$ cat src/rtl/nmea_sentence_tx.sv
// NMEA-0183 sentence builder and 8N1 UART transmitter.
// A frame FSM fills a one-byte holding register while the serialiser shifts the previous char.
module nmea_sentence_tx #(
    parameter int unsigned CLKS_PER_BIT = 434,
    parameter int unsigned MAX_DATA     = 70
) (
    input  logic        i_clk,
    input  logic        i_rst,
    input  logic        i_start,
    input  logic [15:0] i_talker,
    input  logic [23:0] i_sentence,
    input  logic [7:0]  i_data,
    input  logic        i_data_valid,
    input  logic        i_data_last,
    output logic        o_data_ready,
    output logic        o_tx,
    output logic        o_busy,
    output logic        o_done,
    output logic        o_trunc,
    output logic [7:0]  o_checksum,
    output logic [7:0]  o_fieldcnt
);

    localparam int unsigned CKW = (CLKS_PER_BIT > 1) ? $clog2(CLKS_PER_BIT) : 1;
    localparam int unsigned DCW = $clog2(MAX_DATA + 1);
    localparam logic [CKW-1:0] CLK_LAST  = CKW'(CLKS_PER_BIT - 1);
    localparam logic [DCW-1:0] DATA_LAST = DCW'(MAX_DATA - 1);

    typedef enum logic [3:0] {
        S_IDLE, S_TI0, S_TI1, S_SI0, S_SI1, S_SI2, S_COMMA, S_DATA,
        S_STAR, S_CKHI, S_CKLO, S_CR, S_LF, S_DRAIN
    } state_t;

    state_t         state_q, state_d;
    logic [15:0]    talker_q, talker_d;
    logic [23:0]    sent_q, sent_d;
    logic [7:0]     hold_q, hold_d;
    logic           hold_full_q, hold_full_d;
    logic [7:0]     cks_q, cks_d;
    logic [7:0]     fcnt_q, fcnt_d;
    logic           trunc_q, trunc_d;
    logic           busy_q, busy_d;
    logic           done_q, done_d;
    logic [DCW-1:0] dcnt_q, dcnt_d;
    logic [9:0]     shift_q, shift_d;
    logic           ser_on_q, ser_on_d;
    logic [3:0]     bit_q, bit_d;
    logic [CKW-1:0] clk_q, clk_d;

    logic           bit_end, stop_end, take;
    logic           ld_en, ld_ck;
    logic [7:0]     ld_char;

    function automatic logic [7:0] hex_ascii(input logic [3:0] n);
        return (n < 4'd10) ? {4'h3, n} : (8'h37 + {4'h0, n});
    endfunction

    assign bit_end  = ser_on_q && (clk_q == CLK_LAST);
    assign stop_end = bit_end && (bit_q == 4'd9);

    always_comb begin
        state_d     = state_q;
        talker_d    = talker_q;
        sent_d      = sent_q;
        hold_d      = hold_q;
        hold_full_d = hold_full_q;
        cks_d       = cks_q;
        fcnt_d      = fcnt_q;
        trunc_d     = trunc_q;
        busy_d      = busy_q;
        done_d      = 1'b0;
        dcnt_d      = dcnt_q;
        shift_d     = shift_q;
        ser_on_d    = ser_on_q;
        bit_d       = bit_q;
        clk_d       = clk_q;
        take        = 1'b0;
        ld_en       = 1'b0;
        ld_ck       = 1'b0;
        ld_char     = '0;

        // Serialiser: a full holding register is taken at the stop-bit boundary with no gap
        if (ser_on_q) begin
            if (bit_end) begin
                clk_d = '0;
                if (bit_q == 4'd9) begin
                    if (hold_full_q) take = 1'b1;
                    else             ser_on_d = 1'b0;
                end else begin
                    bit_d   = bit_q + 4'd1;
                    shift_d = {1'b1, shift_q[9:1]};
                end
            end else begin
                clk_d = clk_q + CKW'(1);
            end
        end else if (hold_full_q) begin
            take = 1'b1;
        end

        if (take) begin
            shift_d     = {1'b1, hold_q, 1'b0};
            bit_d       = '0;
            clk_d       = '0;
            ser_on_d    = 1'b1;
            hold_full_d = 1'b0;
        end

        case (state_q)
            S_IDLE: begin
                if (i_start) begin
                    // '$' bypasses the holding register so its start bit is on the line next cycle
                    talker_d = i_talker;
                    sent_d   = i_sentence;
                    cks_d    = '0;
                    fcnt_d   = '0;
                    trunc_d  = 1'b0;
                    dcnt_d   = '0;
                    busy_d   = 1'b1;
                    shift_d  = {1'b1, 8'h24, 1'b0};
                    bit_d    = '0;
                    clk_d    = '0;
                    ser_on_d = 1'b1;
                    state_d  = S_TI0;
                end
            end
            S_TI0: if (!hold_full_q) begin
                ld_en = 1'b1; ld_ck = 1'b1; ld_char = talker_q[7:0];  state_d = S_TI1;
            end
            S_TI1: if (!hold_full_q) begin
                ld_en = 1'b1; ld_ck = 1'b1; ld_char = talker_q[15:8]; state_d = S_SI0;
            end
            S_SI0: if (!hold_full_q) begin
                ld_en = 1'b1; ld_ck = 1'b1; ld_char = sent_q[7:0];    state_d = S_SI1;
            end
            S_SI1: if (!hold_full_q) begin
                ld_en = 1'b1; ld_ck = 1'b1; ld_char = sent_q[15:8];   state_d = S_SI2;
            end
            S_SI2: if (!hold_full_q) begin
                ld_en = 1'b1; ld_ck = 1'b1; ld_char = sent_q[23:16];  state_d = S_COMMA;
            end
            S_COMMA: if (!hold_full_q) begin
                ld_en = 1'b1; ld_ck = 1'b1; ld_char = 8'h2C;          state_d = S_DATA;
            end
            S_DATA: if (!hold_full_q && i_data_valid) begin
                ld_en   = 1'b1;
                ld_ck   = 1'b1;
                ld_char = i_data;
                dcnt_d  = dcnt_q + DCW'(1);
                if (i_data_last || (dcnt_q == DATA_LAST)) begin
                    trunc_d = !i_data_last;
                    state_d = S_STAR;
                end
            end
            S_STAR: if (!hold_full_q) begin
                ld_en = 1'b1; ld_char = 8'h2A;                  state_d = S_CKHI;
            end
            S_CKHI: if (!hold_full_q) begin
                ld_en = 1'b1; ld_char = hex_ascii(cks_q[7:4]);  state_d = S_CKLO;
            end
            S_CKLO: if (!hold_full_q) begin
                ld_en = 1'b1; ld_char = hex_ascii(cks_q[3:0]);  state_d = S_CR;
            end
            S_CR: if (!hold_full_q) begin
                ld_en = 1'b1; ld_char = 8'h0D;                  state_d = S_LF;
            end
            S_LF: if (!hold_full_q) begin
                ld_en = 1'b1; ld_char = 8'h0A;                  state_d = S_DRAIN;
            end
            S_DRAIN: begin
                if (stop_end && !hold_full_q) begin
                    busy_d  = 1'b0;
                    done_d  = 1'b1;
                    state_d = S_IDLE;
                end
            end
            default: state_d = S_IDLE;
        endcase

        if (ld_en) begin
            hold_d      = ld_char;
            hold_full_d = 1'b1;
            if (ld_ck)            cks_d  = cks_q ^ ld_char;
            if (ld_char == 8'h2C) fcnt_d = fcnt_q + 8'd1;
        end
    end

    always_ff @(posedge i_clk or negedge i_rst) begin
        if (!i_rst) begin
            state_q     <= S_IDLE;
            talker_q    <= '0;
            sent_q      <= '0;
            hold_q      <= '0;
            hold_full_q <= 1'b0;
            cks_q       <= '0;
            fcnt_q      <= '0;
            trunc_q     <= 1'b0;
            busy_q      <= 1'b0;
            done_q      <= 1'b0;
            dcnt_q      <= '0;
            shift_q     <= '1;
            ser_on_q    <= 1'b0;
            bit_q       <= '0;
            clk_q       <= '0;
        end else begin
            state_q     <= state_d;
            talker_q    <= talker_d;
            sent_q      <= sent_d;
            hold_q      <= hold_d;
            hold_full_q <= hold_full_d;
            cks_q       <= cks_d;
            fcnt_q      <= fcnt_d;
            trunc_q     <= trunc_d;
            busy_q      <= busy_d;
            done_q      <= done_d;
            dcnt_q      <= dcnt_d;
            shift_q     <= shift_d;
            ser_on_q    <= ser_on_d;
            bit_q       <= bit_d;
            clk_q       <= clk_d;
        end
    end

    assign o_tx         = ser_on_q ? shift_q[0] : 1'b1;
    assign o_data_ready = (state_q == S_DATA) && !hold_full_q;
    assign o_busy       = busy_q;
    assign o_done       = done_q;
    assign o_trunc      = trunc_q;
    assign o_checksum   = cks_q;
    assign o_fieldcnt   = fcnt_q;

endmodule

$ cat config.mk
export PLATFORM = sky130hd
export DESIGN_NAME = nmea_sentence_tx
export DESIGN_NICKNAME = d
export VERILOG_FILES = /design/src/rtl/nmea_sentence_tx.sv
export SDC_FILE = /design/constraint.sdc
export NUM_CORES = 1
export LEC_CHECK = 0
export ABC_CLOCK_PERIOD_IN_PS = 2300
export CAP_MARGIN = 20
export CELL_PAD_IN_SITES_DETAIL_PLACEMENT = 2
export CELL_PAD_IN_SITES_GLOBAL_PLACEMENT = 2
export CORE_ASPECT_RATIO = 1.2
export CORE_MARGIN = 2
export CORE_UTILIZATION = 30
export CTS_CLUSTER_SIZE = 24
export DETAILED_ROUTE_END_ITERATION = 6
export PLACE_DENSITY = 0.85
export REMOVE_ABC_BUFFERS = 1
export SKIP_LAST_GASP = 1
export SYNTH_ARGS = -nofsm -noshare
export SYNTH_HDL_FRONTEND = slang
export SYNTH_SLANG_ARGS = --single-unit
$ cat constraint.sdc
create_clock -name i_clk -period 2.3 [get_ports i_clk]
set_input_delay 0.345 -clock i_clk [delete_from_list [all_inputs] [get_ports i_clk]]
set_output_delay 0.345 -clock i_clk [all_outputs]
set_load 0.005 [all_outputs]
# Yosys cells after proc, flatten, opt, wreduce, memory -nomap -nowiden
# Cells that the tools add are included.
# word_totals
register_bits,103
elab_cells,160
output_inout_bits,21
inputBits,53
# op_classes
mux,85
bitwise,1
order_cmp,2
add_sub_neg,6
reduce_logical,19
eq_ne,32
# op_table
op,count
two-way mux 8 bit,14
one-hot mux 8 bit (12 select lines),1
two-way mux 4 bit,23
two-way mux 10 bit,6
one-hot mux 4 bit (14 select lines),1
two-way mux 9 bit,5
two-way mux 7 bit,6
"!= test 2 bit, second input constant",15
"== test 4 bit, second input constant",7
two-way mux 1 bit,22
"== test 4 x 3 -> 1 bit, second input constant",4
AND reduction 15 bit,1
"adder 6 x 4 -> 7 bit, first input constant",2
one-hot mux 7 bit (2 select lines),1
two-way mux 6 bit,2
OR reduction 11 bit,1
"adder 9 x 1 -> 9 bit, second input constant",1
"== test 9 bit, second input constant",1
"adder 8 x 1 -> 8 bit, second input constant",1
"== test 4 x 2 -> 1 bit, second input constant",2
"== test 8 x 6 -> 1 bit, second input constant",1
"less-than comparator 4 bit, second input constant",2
one-hot mux 1 bit (2 select lines),4
bitwise XOR 8 bit,1
other kinds (13),21

# Logic depth before layout (Yosys ltp)
# Gate-level depths: netlist of the first run.
# logic_depth
word_depth,7
mapped_depth,11
depth_no_buf,9

# Worst setup path before layout of the first run
# Ideal clock, no wire load.
# synth_timing
path_type,register to register
start,register state_q[3]
end,"register fcnt_q[3], in the netlist o_fieldcnt[3]"
path_stages_with_launch,10
setup_slack_ps,-211
path_buffers,2
setup_time_ps,126
t_arrival_ps,2385
synth_period_minus_slack_ps,2511
required_time_ps,2174
path_cell_list,dfrtp_1 -> and4b_1 -> and2_1 -> buf_6 -> a221o_1 -> a2111oi_2 -> nand4_1 -> or2_1 -> buf_6 -> a311o_1
# synth_via
elab_chain_cells,5
elab_cells_between_ends,20
cone_classes,eq/ne: 13; mux: 5; reduce/logical: 2
# synth_rtl
item,line,source
start: declaration,34,"state_t state_q, state_d;"
start signal: assignment,205,state_q <= state_d;
"== test 4 bit, or another cell as far along",108,case (state_q)
one-hot mux 8 bit (12 select lines),108,
== test 8 x 6 -> 1 bit,183,if (ld_char == 8'h2C) fcnt_d = fcnt_q + 8'd1;
two-way mux 8 bit,183,
two-way mux 8 bit (*),179,if (ld_en) begin
named net fcnt_d[3],40,"logic [7:0] fcnt_q, fcnt_d;"
end signal: assignment,211,fcnt_q <= fcnt_d;
end: declaration,40,
# The timed path passes the listed nets; every way through them passes the cells marked *.
# A chain may end at the register's enable or synchronous reset.

# Final worst setup path of the first run
# layout_timing
start,register state_q[0]
end,"register fcnt_q[6], in the netlist o_fieldcnt[6]"
# Same word-level chain as after synthesis.

==> flow_metrics.env, run 1 <==
export IMPL_peakVddDrop_v=0.0005142
export IMPL_viasPerCell=5.467
export IMPL_grt_usage_pct=22.73
export IMPL_numCtsBuffers=9
export IMPL_area_growth_pct=41.63
export IMPL_insertedDiodeCount=0
export IMPL_p_per_area_nw_per_um2=962.9
export IMPL_ys_warn_count=0
export IMPL_die_area_um2=19260
export IMPL_finalWeightedCongestion=0.8908
export IMPL_holdWs_ns=0.005485
export IMPL_grt_max_degree=50
export IMPL_cellInternalPower_w=0.004517
export IMPL_io_pins=74
export IMPL_critPathSlowestCell="dfrtp_2"
export IMPL_hold_viol_final=0
export IMPL_maxCapViolCount=0
export IMPL_postRouteAntennaNets=0
export IMPL_skew_ns=0.01824
export IMPL_critPathLaunchType="flop"
export IMPL_violations="setup timing"
export IMPL_placed_area_um2=6922
export IMPL_path_max_fanout=13
export IMPL_r2r_start="state_q[0]"
export IMPL_fin_crit_ns=2.771
export IMPL_num_rows=54
export IMPL_swShare_pct=39.22
export IMPL_netSwitchingPower_w=0.002914
export IMPL_tritoncts="yes"
export IMPL_hold_buffers=0
export IMPL_dp_hpwl_mm=14.35
export IMPL_clock_path_buffers=2
export IMPL_regToRegEndpoint="o_fieldcnt[6]"
export IMPL_worstPathRequired_ns=2.55
export IMPL_drc_errors=0
export IMPL_setup_viol=12
export IMPL_dp_cells=954
export IMPL_fin_ws_ns=-0.4707
export IMPL_drive_above_1_share_pct=23.60
export IMPL_cts_htree_levels=3
export IMPL_dr_pass1_iters=4
export IMPL_synth_edf_count=0
export IMPL_cp_common_cell="buf_4"
export IMPL_p_seq_share_pct=35.0
export IMPL_grt_pass1_vias=6083
export IMPL_antenna_found_initial=0
export IMPL_yosysSeqAreaShare_pct=47.53
export IMPL_r2r_cells=10
export IMPL_die_y_um=151.6
export IMPL_stdcell_count=991
export IMPL_clk_pin_slew_worst_paths_ns=0.07
export IMPL_fin_area_um2=7717
export IMPL_end_kind="flop"
export IMPL_via_count=5418
export IMPL_ys_async_sr_fraction_pct=100.0
export IMPL_p_leak_nw=3.379
export IMPL_synth_flop_cell="dfrtp_1"
export IMPL_worstPathArrival_ns=3.02
export IMPL_status="finished with violations"
export IMPL_clock_sinks=103
export IMPL_post_route_period_util_pct=120.5
export IMPL_clkPwrFrac_pct=22.0
export IMPL_cpPeakStageDelay_ns=0.45
export IMPL_syn_avg_cell_area_um2=8.789
export IMPL_drt_total_wl_mm=24.08
export IMPL_rsz0062_at_grt="yes"
export IMPL_fin_util_pct=42.94
export IMPL_report_final_slew_viol_count=0
export IMPL_synth_seq_cells=103
export IMPL_reg2reg_setup_slack_ns=-0.47
export IMPL_die_width_um=127.0
export IMPL_timing_slew_headroom_pct=55.24
export IMPL_crit_path_cell_trace="buf_4 -> nor2b_2 -> a2bb2oi_1 -> o31ai_1 -> a2111oi_2 -> buf_4 -> nand4_1 -> buf_6 -> or2_4 -> a311o_1"
export IMPL_comb_power_share_pct=43.0
export IMPL_synthesis_instances=620
export IMPL_yosys_cell_types_count=64
export IMPL_syn_cell_area_um2=5449
export IMPL_finalPower_w=0.007431
export IMPL_coreArea_um2=17970
export IMPL_routedWlPerCell_um=24.30
export IMPL_start_util_pct=30.32
export IMPL_grt_first_pass_wirelength_mm=33.51
export IMPL_path_class="reg2reg"
export IMPL_drtIter0Drc=275
export IMPL_hold_class="in2async"
export IMPL_cts_root_buffer="clkbuf_16"
export IMPL_tightest_slew_ns=0.6713
export IMPL_nets=824
export IMPL_clk_latency_ns=0.37
export IMPL_io_buffers=73
export IMPL_overflow=0
export IMPL_fmax_ghz=0.3609
## layout make-up
type	instances	area (um^2)
flip-flops and latches	103	2595
fillers	1932	10250
repair buffers	170	1592
clock buffers	13	250.2
clock inverters	3	42.54
multi-input cells	466	2908
inverters	12	50.05
well taps	224	280.3
## synth_stat cells, types with 3 or more instances
master,number,area [um^2]
dfstp_2,10,262.8
a21oi_1,14,70.07
nand2_1,164,615.6
nand4_1,6,37.54
xor2_1,8,70.07
ha_1,9,112.6
nor2_1,37,138.9
o31ai_1,3,22.52
nor4_1,6,37.54
buf_2,9,45.04
a211oi_1,13,97.59
dfrtp_1,93,2327
xnor2_1,7,61.31
nand3_1,23,115.1
o22ai_1,4,25.02
a2bb2oi_1,4,35.03
inv_1,10,37.54
and2_1,3,18.77
a31oi_1,3,18.77
mux2i_1,16,160.2
nand2b_1,15,93.84
a21o_1,4,30.03
nor2b_1,10,62.56
clkbuf_1,26,97.59
o21ai_0,37,185.2
a311o_1,3,30.03
o21ai_1,4,20.02
nand3b_1,6,45.04
a22o_1,8,70.07
or3_1,5,31.28
a32oi_1,3,26.28
nor3_1,5,25.02
and3_1,6,37.54
## flip-flops by register name, summed over array words and instances, names as in the netlist
| register | cells |
|---|---|
| state_q | 4 |
| ser_on_q | 1 |
| bit_q | 4 |
| dcnt_q | 7 |
| talker_q | 16 |
| o_checksum | 8 |
| o_busy | 1 |
| hold_q | 8 |
| hold_full_q | 1 |
| o_done | 1 |
| shift_q | 10 |
| o_trunc | 1 |
| sent_q | 24 |
| clk_q | 9 |
| o_fieldcnt | 8 |
## layout by cell type, fill, tap and decap left out, types with 5 or more instances in the layout
master	synthesis	routed
nand2_1	164	161
nor2b_1	10	6
a211oi_1	13	7
clkbuf_16	0	9
xnor2_1	7	7
nor2_2	0	6
buf_12	0	7
nor2_1	37	31
xor2_1	8	8
buf_6	2	14
o21ai_1	4	8
nand3b_1	6	6
a211oi_2	0	6
nand4_1	6	6
mux2i_1	16	13
nand3_1	23	21
dfstp_2	10	10
nand2b_1	15	13
ha_1	9	9
nor3_1	5	5
o21ai_0	37	31
clkdlybuf4s50_1	0	71
and3_1	6	5
or3_1	5	5
buf_4	0	77
inv_1	10	10
a21oi_1	14	14
dfrtp_1	93	89
a22o_1	8	8
## cell families after synthesis
group                    synth area share (%)
AO/OA/AOI/OAI                           14.65
buffers and inverters                   3.995
XOR/XNOR                                2.411
multiplexers                            3.559
adder cells (fa/ha/maj)                 2.067
AND/OR/NAND/NOR                         25.79
flip-flops                              47.53
## power groups by stage
stage / sequential (W) / clock (W) / combinational, W
after floorplan: 0.00257 / 0 / 0.00119
after global placement: 0.00255 / 0 / 0.00241
after detailed placement: 0.00257 / 0 / 0.00259
after CTS: 0.00256 / 0.00164 / 0.00278
after global routing: 0.00264 / 0.00172 / 0.00340
final: 0.00260 / 0.00163 / 0.00320
## what timing repair did
action                                  CTS  global route
buffers inserted                         12             7
pin swaps                                24            11
cloned                                    1             1
endpoints found under the setup margin   38            72
gates resized for setup                  43            47
## per-layer routing
layer / part of all wire [%] / up-vias / global-route usage, %
li1: - / 2428 / -
met1: 39 / 2782 / 25.12
met2: 54 / 153 / 43.20
met3: 3.4 / 55 / 2.669
met4: 3.6 / 0 / 11.04
met5: 0 / - / 0
## metrics by stage
stage / setup TNS, ns / worst slack (ns)
2_1_floorplan: -36.40 / -0.8642
3_3_place_gp: -3.272 / -0.4995
3_5_place_dp: -5.308 / -0.6338
4_1_cts: -1.080 / -0.2118
5_1_grt: -3.872 / -0.4688
6_report: -3.550 / -0.4707
## worst max path at each step
stage | to | start | cells past startpoint
4_1_cts | o_fieldcnt[3] | state_q[1] | 12
6_report | o_fieldcnt[6] | state_q[0] | 10
3_5_place_dp | o_fieldcnt[3] | state_q[1] | 8
2_1_floorplan | o_fieldcnt[3] | state_q[2] | 7
5_1_grt | o_fieldcnt[6] | state_q[0] | 10
3_3_place_gp | o_fieldcnt[3] | i_data_valid | 8
## worst max-delay path: cells and delay by family (launching register included)
family / cells / cell delay [ns]
buffers and inverters: 3 / 0.56
and+or+nand+nor: 3 / 0.56
AOI/OAI and AO/OA: 4 / 1.06
DFF: 1 / 0.45
Note: power is estimated with default switching activity, not from simulation.
==> inputs of run 2 (changes only) <==
--- a/config.mk
+++ b/config.mk
@@ -12,7 +12,7 @@
 export CORE_ASPECT_RATIO = 1.2
 export CORE_MARGIN = 2
 export CORE_UTILIZATION = 30
-export CTS_CLUSTER_SIZE = 24
+export CTS_CLUSTER_SIZE = 20
 export DETAILED_ROUTE_END_ITERATION = 6
 export PLACE_DENSITY = 0.85
 export REMOVE_ABC_BUFFERS = 1
==> results of run 2 <==
No change in the layout: final DEF, timing and power equal those of run 1.
==> inputs of run 3 (changes only) <==
--- a/config.mk
+++ b/config.mk
@@ -15,7 +15,6 @@
 export CTS_CLUSTER_SIZE = 20
 export DETAILED_ROUTE_END_ITERATION = 6
 export PLACE_DENSITY = 0.85
-export REMOVE_ABC_BUFFERS = 1
 export SKIP_LAST_GASP = 1
 export SYNTH_ARGS = -nofsm -noshare
 export SYNTH_HDL_FRONTEND = slang
==> flow_metrics.env, run 3 (same netlist as run 1, synthesis figures left out) <==
export IMPL_start_util_pct=30.32
export IMPL_largest_register_ffs=24
export IMPL_crit_family="simple AND/OR/NAND/NOR gates"
export IMPL_regToRegEndpoint="o_fieldcnt[5]"
export IMPL_comb_power_share_pct=42.8
export IMPL_fin_ws_ns=-0.4342
export IMPL_clkPwrFrac_pct=21.0
export IMPL_hold_class="in2async"
export IMPL_synth_net_count=682
export IMPL_worstPathRequired_ns=2.61
export IMPL_clk_latency_ns=0.37
export IMPL_drc_errors=0
export IMPL_num_fill_cells=1935
export IMPL_area_growth_pct=41.61
export IMPL_grt_usage_pct=21.20
export IMPL_layout_commonest_cell="nand2_1"
export IMPL_fin_crit_ns=2.734
export IMPL_io_pins=74
export IMPL_violations="hold timing, setup timing"
export IMPL_cts_root_buffer="clkbuf_16"
export IMPL_drtIter0Drc=238
export IMPL_final_cell_mix="161 x nand2_1, 89 x dfrtp_1, 81 x buf_4, 71 x clkdlybuf4s50_1, 33 x nor2_1"
export IMPL_drt_total_wl_mm=23.49
export IMPL_die_width_um=127.0
export IMPL_swShare_pct=39.41
export IMPL_dr_pass1_iters=4
export IMPL_insertedDiodeCount=0
export IMPL_p_leak_nw=3.382
export IMPL_report_final_slew_viol_count=0
export IMPL_drive_above_1_share_pct=24.06
export IMPL_post_route_period_util_pct=118.9
export IMPL_peakVddDrop_v=0.0004191
export IMPL_holdWs_ns=-0.001780
export IMPL_setup_viol=15
export IMPL_hold_viol_final=1
export IMPL_grt_max_degree=104
export IMPL_clock_path_buffers=2
export IMPL_worstPathArrival_ns=3.05
export IMPL_antenna_found_initial=0
export IMPL_status="finished with violations"
export IMPL_routedWlPerCell_um=23.65
export IMPL_cellInternalPower_w=0.004397
export IMPL_crit_path_cell_trace="inv_1 -> ha_4 -> nand2_1 -> or3_1 -> a21oi_1 -> or4_4 -> nand4_1 -> buf_6 -> buf_6 -> nor4_1 -> a311o_1"
export IMPL_maxCapViolCount=0
export IMPL_path_max_fanout=5
export IMPL_finalWeightedCongestion=0.9123
export IMPL_critPathSlowestCell="dfrtp_1"
export IMPL_reg2reg_setup_slack_ns=-0.43
export IMPL_crit_start="o_checksum[5]"
export IMPL_cts_htree_levels=3
export IMPL_p_seq_share_pct=36.3
export IMPL_tritoncts="yes"
export IMPL_hold_buffers=0
export IMPL_path_class="reg2reg"
export IMPL_die_y_um=151.6
export IMPL_r2r_cells=11
export IMPL_postRouteAntennaNets=0
export IMPL_numCtsBuffers=9
export IMPL_grt_pass1_vias=5674
export IMPL_r2r_start="o_checksum[5]"
export IMPL_crit_buf_inv=3
export IMPL_num_rows=54
export IMPL_clock_sinks=103
export IMPL_netSwitchingPower_w=0.002859
export IMPL_overflow=0
export IMPL_die_area_um2=19260
export IMPL_clk_pin_slew_worst_paths_ns=0.08
export IMPL_grt_first_pass_wirelength_mm=31.61
export IMPL_viasPerCell=5.438
export IMPL_timing_slew_headroom_pct=58.05
export IMPL_cp_common_cell="buf_6"
export IMPL_top_register="sent_q"
export IMPL_io_buffers=73
export IMPL_skew_ns=0.01366
export IMPL_crit_end="o_fieldcnt[5]"
export IMPL_path_depth=11
export IMPL_dp_hpwl_mm=13.64
export IMPL_end_kind="flop"
export IMPL_reg_largest_list="sent_q x24, talker_q x16, shift_q x10"
export IMPL_fmax_ghz=0.3657
export IMPL_tightest_slew_ns=0.6293
export IMPL_via_count=5400
export IMPL_pre_cts_ws_ns=-0.6097
export IMPL_nets=826
export IMPL_rsz0062_at_grt="yes"
export IMPL_cpPeakStageDelay_ns=0.42
export IMPL_p_per_area_nw_per_um2=940.3
export IMPL_critPathLaunchType="flop"
export IMPL_coreArea_um2=17970
run 3: cell types whose count changed in the layout (fill, tap and decap cells not counted), moves of 2 or more:
| cell | delta |
|---|---|
| nor2_1 | +2 |
| a211oi_4 | +3 |
| nor2b_2 | +2 |
| mux2i_1 | +2 |
| buf_12 | -3 |
| clkinv_4 | +2 |
| inv_6 | +2 |
| o21ai_2 | +2 |
| o21ai_1 | -3 |
| a211oi_2 | -2 |
| inv_2 | +2 |
| inv_4 | -2 |
| nor2_2 | -3 |
| buf_4 | +4 |
run 3: repair_timing:
action                                 in CTS  in global routing
resized for setup                          26                 60
pin swaps                                   8                 13
cloned                                      0                  2
setup endpoints to repair                  41                 88
endpoints found under the hold margin       0                  0
buffers inserted                            3                 14
run 3: area by class of cell:
| type | instances | area, um^2 | share of cell area (%) |
|---|---|---|---|
| clock buffer | 12 | 246.5 | 3.194 |
| tap | 224 | 280.3 | 3.632 |
| sequential | 103 | 2595 | 33.63 |
| clock inverter | 4 | 31.28 | 0.4054 |
| multi-input combinational | 466 | 2943 | 38.14 |
| inverter | 12 | 50.05 | 0.6486 |
| timing repair buffer | 172 | 1570 | 20.35 |
run 3: metrics by stage:
step,total power (W),std cells,utilization [%],TNS [ns],area (um^2)
3_5_place_dp,0.005087,958,38.69,-4.637,6954
4_1_cts,0.006818,977,40.90,-2.300,7351
2_1_floorplan,0.003883,620,-,0,5482
6_report,0.007256,993,42.93,-3.268,7716
5_1_grt,0.007607,993,42.93,-5.422,7716
3_3_place_gp,0.004923,958,38.69,-3.000,6954
run 3: per-layer routing:
layer  share of wire (%)  track usage (%)  vias to the layer above
li1                    -                -                     2426
met4                 4.7            11.21                        0
met5                   0                0                        -
met2                  53            38.60                      133
met1                  39            24.30                     2780
met3                 3.0            2.739                       61
run 3: power by group through the flow:
stage               logic [W]  clock network, W  registers, W
finish                0.00310           0.00152       0.00263
global route          0.00334           0.00161       0.00266
CTS                   0.00270           0.00152       0.00259
detailed placement    0.00249                 0       0.00260
global placement      0.00235                 0       0.00257
floorplan             0.00144                 0       0.00244
run 3: worst min-delay path by stage:
stage	from	endpoint	slack (ns)
global route	i_rst	sent_q[7]	0.09
finish	i_rst	sent_q[19]	-0.002
floorplan	i_rst	bit_q[0]	0.05
CTS	i_rst	sent_q[23]	0.08
detailed placement	i_rst	sent_q[7]	0.46
global placement	i_rst	sent_q[11]	0.45
run 3: worst reg2reg max path, delay by kind of cell, from the launching register on:
kind | cells | cell delay [ns]
buffers and inverters | 3 | 0.45
and+or+nand+nor | 5 | 1.10
adders and majority gates | 1 | 0.18
AOI/OAI and AO/OA | 2 | 0.53
DFF | 1 | 0.42
